`config.mk`:
```
export PLATFORM = sky130hd
export DESIGN_NAME = i2c_cfg_sequencer
export DESIGN_NICKNAME = d
export VERILOG_FILES = /design/src/rtl/i2c_cfg_pkg.sv /design/src/rtl/i2c_cfg_delay_timer.sv /design/src/rtl/i2c_cfg_sequencer.sv
export SDC_FILE = /design/constraint.sdc
export NUM_CORES = 1
export LEC_CHECK = 0
export ABC_AREA = 1
export CORE_MARGIN = 3
export CORE_UTILIZATION = 48
export DETAILED_ROUTE_END_ITERATION = 8
export HOLD_SLACK_MARGIN = 0.12
export PLACE_DENSITY_LB_ADDON = 0.3
export SLEW_MARGIN = 20
export SYNTH_ARGS = -nofsm -noshare
export SYNTH_HDL_FRONTEND = slang
export SYNTH_SLANG_ARGS = --single-unit
```
`constraint.sdc`:
```
create_clock -name clk -period 3.2 [get_ports clk]
set_clock_uncertainty 0.1 [all_clocks]
set_input_delay 0.8 -clock clk [delete_from_list [all_inputs] [get_ports clk]]
set_output_delay 0.8 -clock clk [all_outputs]
set_load 0.05 [all_outputs]
```
`src/rtl/i2c_cfg_pkg.sv`:
```
// Shared state encoding and sizing helpers for the I2C configuration sequencer.
`timescale 1ns/1ps
package i2c_cfg_pkg;

  typedef enum logic [3:0] {
    S_IDLE,
    S_PWR_WAIT,
    S_FETCH,
    S_ISSUE,
    S_WAIT_ACK,
    S_DELAY,
    S_VERIFY,
    S_DONE,
    S_FAIL
  } state_t;

  // Bits needed to hold any value in 0..max_val (at least one bit).
  function automatic int cnt_w(input longint max_val);
    return (max_val < 2) ? 1 : $clog2(max_val + 1);
  endfunction

  // Delay-marker address: all ones at the given address width.
  function automatic logic [31:0] default_delay_addr(input int w);
    return (w >= 32) ? 32'hFFFF_FFFF : ((32'h1 << w) - 32'h1);
  endfunction

endpackage

```
`src/rtl/i2c_cfg_delay_timer.sv`:
```
// Load-and-count-down timer; done_o is high on the last cycle of a loaded interval.
`timescale 1ns/1ps
module i2c_cfg_delay_timer #(
  parameter int CNT_W = 16
) (
  input  logic             clk,
  input  logic             rst_n,
  input  logic             load_i,
  input  logic [CNT_W-1:0] load_val_i,
  output logic             done_o
);

  logic [CNT_W-1:0] cnt_q, cnt_d;
  logic             run_q, run_d;

  // A load of N gives max(N,1) cycles of run before done_o.
  always_comb begin
    cnt_d = cnt_q;
    run_d = run_q;
    if (load_i) begin
      cnt_d = load_val_i;
      run_d = 1'b1;
    end else if (run_q) begin
      if (cnt_q <= CNT_W'(1)) run_d = 1'b0;
      else                    cnt_d = cnt_q - CNT_W'(1);
    end
  end

  always_ff @(posedge clk or negedge rst_n) begin
    if (!rst_n) begin
      cnt_q <= '0;
      run_q <= 1'b0;
    end else begin
      cnt_q <= cnt_d;
      run_q <= run_d;
    end
  end

  assign done_o = run_q && (cnt_q <= CNT_W'(1));

endmodule

```
`src/rtl/i2c_cfg_sequencer.sv`:
```
// Walks an {addr,data} table into an I2C write master with power-up wait, delay entries and NACK retry.
// Optional readback verify of every write is enabled by defining CFG_READBACK_EN.
`timescale 1ns/1ps
module i2c_cfg_sequencer
  import i2c_cfg_pkg::*;
#(
  parameter int REG_ADDR_W     = 8,
  parameter int REG_DATA_W     = 8,
  parameter int INDEX_W        = 8,
  parameter int POWERUP_CYCLES = 20000,
  parameter logic [REG_ADDR_W-1:0] DELAY_ADDR = REG_ADDR_W'(default_delay_addr(REG_ADDR_W)),
  parameter int DELAY_TICK     = 50000,
  parameter int RETRY_MAX      = 3
) (
  input  logic                             clk,
  input  logic                             rst_n,
  input  logic                             start,
  output logic [INDEX_W-1:0]               lut_index,
  input  logic [REG_ADDR_W+REG_DATA_W-1:0] lut_data,
  input  logic [INDEX_W-1:0]               lut_size,
  output logic                             wr_req,
  output logic [REG_ADDR_W-1:0]            wr_addr,
  output logic [REG_DATA_W-1:0]            wr_data,
  input  logic                             wr_ack,
  input  logic                             wr_err,
  output logic                             rd_req,
  input  logic [REG_DATA_W-1:0]            rd_data,
  input  logic                             rd_valid,
  output logic                             busy,
  output logic                             done,
  output logic                             error,
  output logic [INDEX_W-1:0]               err_index
);

  localparam int     AW      = REG_ADDR_W;
  localparam int     DW      = REG_DATA_W;
  localparam longint DLY_MAX = ((longint'(1) << DW) - 1) * longint'(DELAY_TICK);
  localparam longint TMR_MAX = (DLY_MAX > longint'(POWERUP_CYCLES)) ? DLY_MAX : longint'(POWERUP_CYCLES);
  localparam int     TMR_W   = cnt_w(TMR_MAX);
  localparam int     RTY_W   = cnt_w(longint'(RETRY_MAX));
  localparam logic [RTY_W-1:0] RTY_LAST = RTY_W'(RETRY_MAX - 1);

  state_t             state_q, state_d;
  logic [INDEX_W-1:0] idx_q, idx_d;
  logic [AW-1:0]      addr_q, addr_d;
  logic [DW-1:0]      data_q, data_d;
  logic [RTY_W-1:0]   retry_q, retry_d;
  logic               wr_req_q, wr_req_d;
  logic [INDEX_W-1:0] err_idx_q, err_idx_d;
  logic               attempt_bad;
  logic               tmr_load, tmr_done;
  logic [TMR_W-1:0]   tmr_val;

`ifdef CFG_READBACK_EN
  logic rd_req_q, rd_req_d;
`endif

  i2c_cfg_delay_timer #(.CNT_W(TMR_W)) u_timer (
    .clk        (clk),
    .rst_n      (rst_n),
    .load_i     (tmr_load),
    .load_val_i (tmr_val),
    .done_o     (tmr_done)
  );

  always_comb begin
    state_d     = state_q;
    idx_d       = idx_q;
    addr_d      = addr_q;
    data_d      = data_q;
    retry_d     = retry_q;
    wr_req_d    = wr_req_q;
    err_idx_d   = err_idx_q;
    attempt_bad = 1'b0;
    tmr_load    = 1'b0;
    tmr_val     = '0;
`ifdef CFG_READBACK_EN
    rd_req_d    = rd_req_q;
`endif
    case (state_q)
      S_IDLE, S_DONE, S_FAIL: begin
        if (start) begin
          state_d   = S_PWR_WAIT;
          idx_d     = '0;
          retry_d   = '0;
          err_idx_d = '0;
          tmr_load  = 1'b1;
          tmr_val   = TMR_W'(POWERUP_CYCLES);
        end
      end
      S_PWR_WAIT: if (tmr_done) state_d = S_FETCH;
      S_FETCH: begin
        if (idx_q >= lut_size) begin
          state_d = S_DONE;
        end else begin
          addr_d = lut_data[AW+DW-1:DW];
          data_d = lut_data[DW-1:0];
          if (lut_data[AW+DW-1:DW] == DELAY_ADDR) begin
            state_d  = S_DELAY;
            tmr_load = 1'b1;
            tmr_val  = TMR_W'(lut_data[DW-1:0]) * TMR_W'(DELAY_TICK);
          end else begin
            state_d = S_ISSUE;
          end
        end
      end
      // wr_req rises on entry to WAIT_ACK so a retry always shows a low cycle first.
      S_ISSUE: begin
        wr_req_d = 1'b1;
        state_d  = S_WAIT_ACK;
      end
      S_WAIT_ACK: begin
        if (wr_err) begin
          wr_req_d    = 1'b0;
          attempt_bad = 1'b1;
        end else if (wr_ack) begin
          wr_req_d = 1'b0;
`ifdef CFG_READBACK_EN
          rd_req_d = 1'b1;
          state_d  = S_VERIFY;
`else
          idx_d    = idx_q + INDEX_W'(1);
          retry_d  = '0;
          state_d  = S_FETCH;
`endif
        end
      end
      S_DELAY: begin
        if (tmr_done) begin
          idx_d   = idx_q + INDEX_W'(1);
          state_d = S_FETCH;
        end
      end
`ifdef CFG_READBACK_EN
      S_VERIFY: begin
        if (rd_valid) begin
          rd_req_d = 1'b0;
          if (rd_data == data_q) begin
            idx_d   = idx_q + INDEX_W'(1);
            retry_d = '0;
            state_d = S_FETCH;
          end else begin
            attempt_bad = 1'b1;
          end
        end
      end
`endif
      default: state_d = S_IDLE;
    endcase

    if (attempt_bad) begin
      if (retry_q < RTY_LAST) begin
        retry_d = retry_q + RTY_W'(1);
        state_d = S_ISSUE;
      end else begin
        err_idx_d = idx_q;
        state_d   = S_FAIL;
      end
    end
  end

  always_ff @(posedge clk or negedge rst_n) begin
    if (!rst_n) begin
      state_q   <= S_IDLE;
      idx_q     <= '0;
      addr_q    <= '0;
      data_q    <= '0;
      retry_q   <= '0;
      wr_req_q  <= 1'b0;
      err_idx_q <= '0;
    end else begin
      state_q   <= state_d;
      idx_q     <= idx_d;
      addr_q    <= addr_d;
      data_q    <= data_d;
      retry_q   <= retry_d;
      wr_req_q  <= wr_req_d;
      err_idx_q <= err_idx_d;
    end
  end

`ifdef CFG_READBACK_EN
  always_ff @(posedge clk or negedge rst_n) begin
    if (!rst_n) rd_req_q <= 1'b0;
    else        rd_req_q <= rd_req_d;
  end
  assign rd_req = rd_req_q;
`else
  logic unused_rd;
  assign unused_rd = ^{rd_data, rd_valid};
  assign rd_req    = 1'b0;
`endif

  assign lut_index = idx_q;
  assign wr_req    = wr_req_q;
  assign wr_addr   = addr_q;
  assign wr_data   = data_q;
  assign err_index = err_idx_q;
  assign busy      = (state_q != S_IDLE) && (state_q != S_DONE) && (state_q != S_FAIL);
  assign done      = (state_q == S_DONE);
  assign error     = (state_q == S_FAIL);

endmodule
```
==> results.yml, run 1 <==
route:
  vias: 5469
  drc: 0
  drtPass1Iterations: 5
  wl_um: 15800
  detail-route-antenna-nets: 0
  wl_per_cell_um: 15.4
  drt_iter0_markers: 384
  viasPerCell: 5.31
clocking:
  cts_tree: "yes"
  cts_root_buffer: "clkbuf_16"
  clk_pin_slew_ns: 0.06
  clock_sinks: 64
  h-tree-depth: 3
  clk_path_buf_depth: 2
  cts_buffers: 9
  hold_buffers: 0
  clk_latency_ns: 0.33
timing:
  finalHoldViolCount: 0
  holdWs_ns: 0.383
  setup_violations: 14
  finalMaxSlewViolations: 0
  rsz0062_at_grt: "true"
  post-route-min-period_ns: 3.55
  period_share: 1.11
  max_slew_margin: 0.460
  worst_pin_slew_ns: 0.810
  setup_ws_ns: -0.353
  timing.fmax_mhz: 281
placement:
  gp_routability_congestion: 0.980
  portBuffers: 64
  place_hpwl_um: 11700
  place_ws_ns: -1.14
  dp_cells: 1004
synth:
  synth_seq_cells: 64
  synth.avg_cell_area_um2: 7.29
  synth_area_leaders: "dfrtp_1 (29%), nand2_1 (16%), ha_1 (14%)"
  synth.net_count: 875
  synth_edf_count: 0
  netlist.top_cell.by_area: "dfrtp_1"
  synth_async_sr_flop_share: 1.00
  synth_ff_type: "dfrtp_1"
  synth_cell_types: 37
  netlist_area_um2: 5550
  synth_warnings: 0
  netlist.area_leader.share: 0.289
  ys_seq_area_frac: 0.289
  synthCells: 761
final_layout:
  syn2layout_area_growth_pct: 36.4
  fill_cells: 865
  stdcell_count: 1030
  diodes: 0
  layout-drive-gt1-share: 0.229
  final_util: 0.683
  fin_nets: 999
critical_path:
  worstReg2RegEnd: "u_timer.cnt_q[18]"
  cp-end-kind: "register"
  cp.required_ns: 3.33
  critPathArrivalTime_ns: 3.68
  rrSetupSlack_ns: 0.84
  critPathMaxFanout: 4
  crit_type: "in2reg"
  r2r_cells: 13
  rr_startpoint: "lut_index[0]"
  cp-start-kind: "primary input"
floorplanning:
  die_y_um: 113
  start_util: 0.501
  dieArea_um2: 12900
  ioPinCount: 75
  die_w_um: 113
  rows: 38
  fp.coreArea_um2: 11100
run_status:
  violations: "negative setup slack"
  status: "finished, violations left"
min_path:
  whs_path_depth: 2
  min_from: "wr_addr[2]"
  min_to: "wr_addr[2]"
  hp-class: "reg2reg"
pwr:
  power.switching_mw: 2.60
  p_leak_nw: 3.74
  internal_power_mw: 3.03
  p_sw_frac: 0.462
  fin_total_pwr_mw: 5.62
  p_per_area_nw_per_um2: 743
  pwr-share-clk: 0.194
  ir_worst_vdd_uv: 660
  p_comb_frac: 0.591
  seqPwrFrac: 0.215
global_route:
  grt_max_degree: 65
  grt_remaining_overflow: 0
  grt_pass1_wl_um: 25900
  grt_pass1_vias: 5420
  grt.total_usage: 0.247
  antenna_found_initial: 0
job:
  max-cap-violations: 0
## critical path, stage by stage
cell      delay [ns]
buf_8           0.10
buf_4           0.14
ha_4            0.22
fa_1            0.58
fa_1            0.47
ha_4            0.30
ha_4            0.21
a21oi_4         0.19
nor2_1          0.07
nor2_2          0.14
nand2_4         0.09
nand2_2         0.07
nand3b_1        0.07
nand3_1         0.08
nand2_1         0.05
nand2_1         0.06
inv_1           0.04
## cells in the mapped netlist (2+ instances only)
cell and number:
a21oi_1 22, nand2_1 232, xnor2_1 6, o21a_1 2, xor2_1 18, ha_1 64, inv_2 3, inv_1 82
o21ai_2 10, buf_6 3, nand2_2 12, o21ai_0 30, nand3_1 60, nor2_4 3, dfrtp_1 64, o21ai_1 7
or2_2 3, buf_4 3, inv_4 2, nand4_1 11, nor3_1 6, buf_2 5, fa_1 12, nand3b_1 6
nor2_2 10, nor2_1 74
## power by group through the flow
stage	Clock [mW]	Sequential (mW)	Combinational (mW)
2_1_floorplan	0	1.54	1.79
3_3_place_gp	0	1.20	2.93
3_5_place_dp	0	1.21	2.98
4_1_cts	1.10	1.20	3.13
5_1_grt	1.14	1.23	3.63
6_report	1.09	1.21	3.32
## layout by cell type, fill, tap and decap left out, types with 17 or more instances in the layout
master / Yosys / routed
nand2_1: 232 / 216
inv_1: 82 / 77
nor2_1: 74 / 66
dfrtp_1: 64 / 64
buf_4: 3 / 57
clkdlybuf4s50_1: 0 / 55
nand3_1: 60 / 52
ha_1: 64 / 44
nand2_2: 12 / 22
o21ai_0: 30 / 22
ha_4: 0 / 19
xor2_1: 18 / 17
## worst max-delay path by stage
stage | start | endpoint | slack, ns | depth (start not counted)
3_3_place_gp | lut_data[6] | u_timer.cnt_q[23] | -1.08 | 20
3_5_place_dp | lut_data[2] | u_timer.cnt_q[19] | -1.14 | 19
2_1_floorplan | lut_data[2] | u_timer.cnt_q[19] | -0.36 | 17
6_report | lut_data[4] | u_timer.cnt_q[19] | -0.35 | 17
4_1_cts | lut_data[4] | u_timer.cnt_q[19] | -0.38 | 18
5_1_grt | lut_data[4] | u_timer.cnt_q[21] | -0.50 | 17
## flip-flops by register name, indices dropped and copies added, names as in the netlist
name and cells:
wr_data 8, err_index 8, wr_addr 8, retry_q 2
u_timer.cnt_q 24, state_q 4, lut_index 8, wr_req 1
u_timer.run_q 1
## cell families after synthesis
family / Yosys count / share of synthesized area
AND/OR/NAND/NOR: 421 / 0.329
buffers and inverters: 100 / 0.0778
adder cells (fa/ha/maj): 76 / 0.188
AO/OA/AOI/OAI: 75 / 0.0783
flip-flops: 64 / 0.289
XOR/XNOR: 24 / 0.0379
other: 1 / 0.000676
## per-stage QoR
step / instance area [um^2] / TNS, ns
final: 7570 / -3.92
after global routing: 7570 / -5.62
after CTS: 7400 / -4.41
after detailed placement: 6900 / -15.26
after global placement: 6900 / -14.29
after floorplan: 5790 / -3.23
## per-layer routing
metal | global-route usage | up-vias | part of all wire
li1 | - | 2693 | -
met3 | 0.0440 | 26 | 0.045
met4 | 0.0697 | 0 | 0.017
met2 | 0.417 | 147 | 0.49
met1 | 0.326 | 2603 | 0.45
met5 | 0 | - | 0
## layout make-up
| type | instances | area, um^2 | share of cell area |
|---|---|---|---|
| sequential | 64 | 1600 | 0.212 |
| clock buffer | 10 | 239 | 0.0316 |
| timing repair buffer | 126 | 1120 | 0.148 |
| clock inverter | 6 | 90.1 | 0.0119 |
| inverter | 87 | 347 | 0.0458 |
| multi-input combinational | 597 | 3990 | 0.527 |
| tap | 140 | 175 | 0.0231 |
## repair_timing
action                                  CTS  global route
gates resized for setup                  55            39
buffers inserted                          6             5
hold endpoints to repair                  0             0
endpoints found under the setup margin   15            14
pin swaps                                31            37
Note: power is estimated with default switching activity, not from simulation.
==> run 2: changes to the inputs <==
--- a/config.mk
+++ b/config.mk
@@ -6,11 +6,11 @@
 export NUM_CORES = 1
 export LEC_CHECK = 0
 export ABC_AREA = 1
-export CORE_MARGIN = 3
 export CORE_UTILIZATION = 48
 export DETAILED_ROUTE_END_ITERATION = 8
 export HOLD_SLACK_MARGIN = 0.12
 export PLACE_DENSITY_LB_ADDON = 0.3
+export SETUP_SLACK_MARGIN = 0.4
 export SLEW_MARGIN = 20
 export SYNTH_ARGS = -nofsm -noshare
 export SYNTH_HDL_FRONTEND = slang
==> results.yml, run 2 (synthesized netlist as in run 1, its figures left out) <==
critical_path:
  worstReg2RegEnd: "u_timer.cnt_q[10]"
  cp-start-kind: "primary input"
  cp.required_ns: 3.33
  rrSetupSlack_ns: 0.91
  r2r_cells: 13
  crit_type: "in2reg"
  critPathMaxFanout: 4
  rr_startpoint: "lut_index[0]"
  cp-end-kind: "register"
  critPathArrivalTime_ns: 3.67
final_layout:
  layout-drive-gt1-share: 0.245
  syn2layout_area_growth_pct: 38.6
  ff_latch_area_um2: 1600
  regMostFlops: "u_timer.cnt_q"
  stdcell_count: 1033
  final_common_cell: "nand2_1"
  fill_cells: 839
  mostFrequentLayoutCells: "nand2_1 (212), inv_1 (77), nor2_1 (67)"
  diodes: 0
  multi_input_area_um2: 4070
  fin_nets: 1003
  largest_reg_flops: 24
  finalInstanceArea_um2: 7680
global_route:
  grt_max_degree: 38
  grt_pass1_wl_um: 25400
  grt_remaining_overflow: 0
  antenna_found_initial: 0
  grt_pass1_vias: 5461
  grt.total_usage: 0.275
route:
  viasPerCell: 5.40
  drt_iter0_markers: 447
  vias: 5577
  drc: 0
  detail-route-antenna-nets: 0
  wl_um: 16000
  wl_per_cell_um: 15.5
  drtPass1Iterations: 5
clocking:
  clk_path_buf_depth: 2
  clk_latency_ns: 0.34
  clock_sinks: 64
  cts_buffers: 9
  clk_pin_slew_ns: 0.05
  cts_tree: "yes"
  cts_root_buffer: "clkbuf_16"
  hold_buffers: 0
  h-tree-depth: 3
min_path:
  whs_path_depth: 2
  min_to: "wr_addr[7]"
  min_from: "wr_addr[7]"
  hp-class: "reg2reg"
placement:
  portBuffers: 64
  dp_cells: 1002
  place_ws_ns: -1.19
  place_hpwl_um: 11600
  post_dp_cell_area_um2: 6910
  gp_routability_congestion: 0.903
timing:
  period_share: 1.11
  timing.fmax_mhz: 282
  setup_violations: 14
  finalMaxSlewViolations: 0
  max_slew_margin: 0.447
  holdWs_ns: 0.383
  finalHoldViolCount: 0
  worst_pin_slew_ns: 0.829
  post-route-min-period_ns: 3.54
  rsz0062_at_grt: "true"
  setup_ws_ns: -0.340
run_status:
  status: "finished, violations left"
  violations: "negative setup slack"
job:
  max-cap-violations: 0
pwr:
  fin_total_pwr_mw: 5.71
  ir_worst_vdd_uv: 656
  p_leak_nw: 3.79
  p_per_area_nw_per_um2: 743
floorplanning:
  ioPinCount: 75
  start_util: 0.503
  die_w_um: 109
  fp.coreArea_um2: 11000
  rows: 38
  dieArea_um2: 12000
  die_y_um: 109
==> run 2: changes by cell type in the layout (fill, tap and decap cells not counted), moves of 3 or more <==
cell and change:
clkdlybuf4s50_1 -3, buf_6 +3, a21oi_1 -4, a21oi_2 +4, nand2_1 -4, nand2_2 +3, nor2_2 -3
==> run 2: power by group <==
group          leakage, nW  switching, mW  internal [mW]  total [mW]
clock network        0.147          0.364          0.674        1.04
logic                 2.81           2.10           1.37        3.47
registers            0.830          0.180           1.02        1.20
total                 3.79           2.64           3.07        5.71
==> run 2: per-layer routing <==
layer	GRT usage	routed length (um)
met1	0.354	6930
met2	0.465	7850
met3	0.0516	993
met5	0	0
met4	0.0886	237
==> run 2: area by class of cell <==
cell class,instances,share of cell area
clock inverters,6,0.0111
well taps,140,0.0228
multi-input cells,597,0.529
flip-flops and latches,64,0.208
inverters,87,0.0451
repair buffers,130,0.154
clock buffers,9,0.0293
==> run 2: critical path: stages <==
cell	delay [ns]
buf_6	0.07
buf_6	0.10
buf_12	0.11
inv_12	0.03
ha_4	0.26
inv_4	0.04
ha_4	0.16
fa_1	0.48
fa_2	0.56
ha_4	0.23
nand2_4	0.09
inv_2	0.04
a21oi_2	0.14
nor2_1	0.06
nor2_1	0.15
nand3b_1	0.12
nand3_2	0.09
nand2_1	0.05
nand2_1	0.05
inv_1	0.03
==> run 2: how the worst max path moves through the flow <==
stage	startpoint	to	slack, ns	cells after the start
2_1_floorplan	lut_data[2]	u_timer.cnt_q[19]	-0.36	17
3_3_place_gp	lut_data[6]	u_timer.cnt_q[23]	-1.13	20
3_5_place_dp	lut_data[4]	u_timer.cnt_q[19]	-1.19	19
4_1_cts	lut_data[4]	u_timer.cnt_q[19]	-0.35	18
5_1_grt	lut_data[6]	u_timer.cnt_q[21]	-0.44	20
6_report	lut_data[6]	u_timer.cnt_q[21]	-0.34	20
==> run 2: repair_timing <==
action                                 in CTS  in global routing
pin swaps                                  46                 35
setup buffers                               9                  7
setup endpoints to repair                  17                 22
endpoints found under the hold margin       0                  0
resized for setup                          70                 38
==> run 2: through the flow <==
stage	util	TNS, ns
2_1_floorplan	-	-3.23
3_3_place_gp	0.626	-14.68
3_5_place_dp	0.626	-15.56
4_1_cts	0.678	-3.53
5_1_grt	0.697	-4.77
6_report	0.697	-3.49
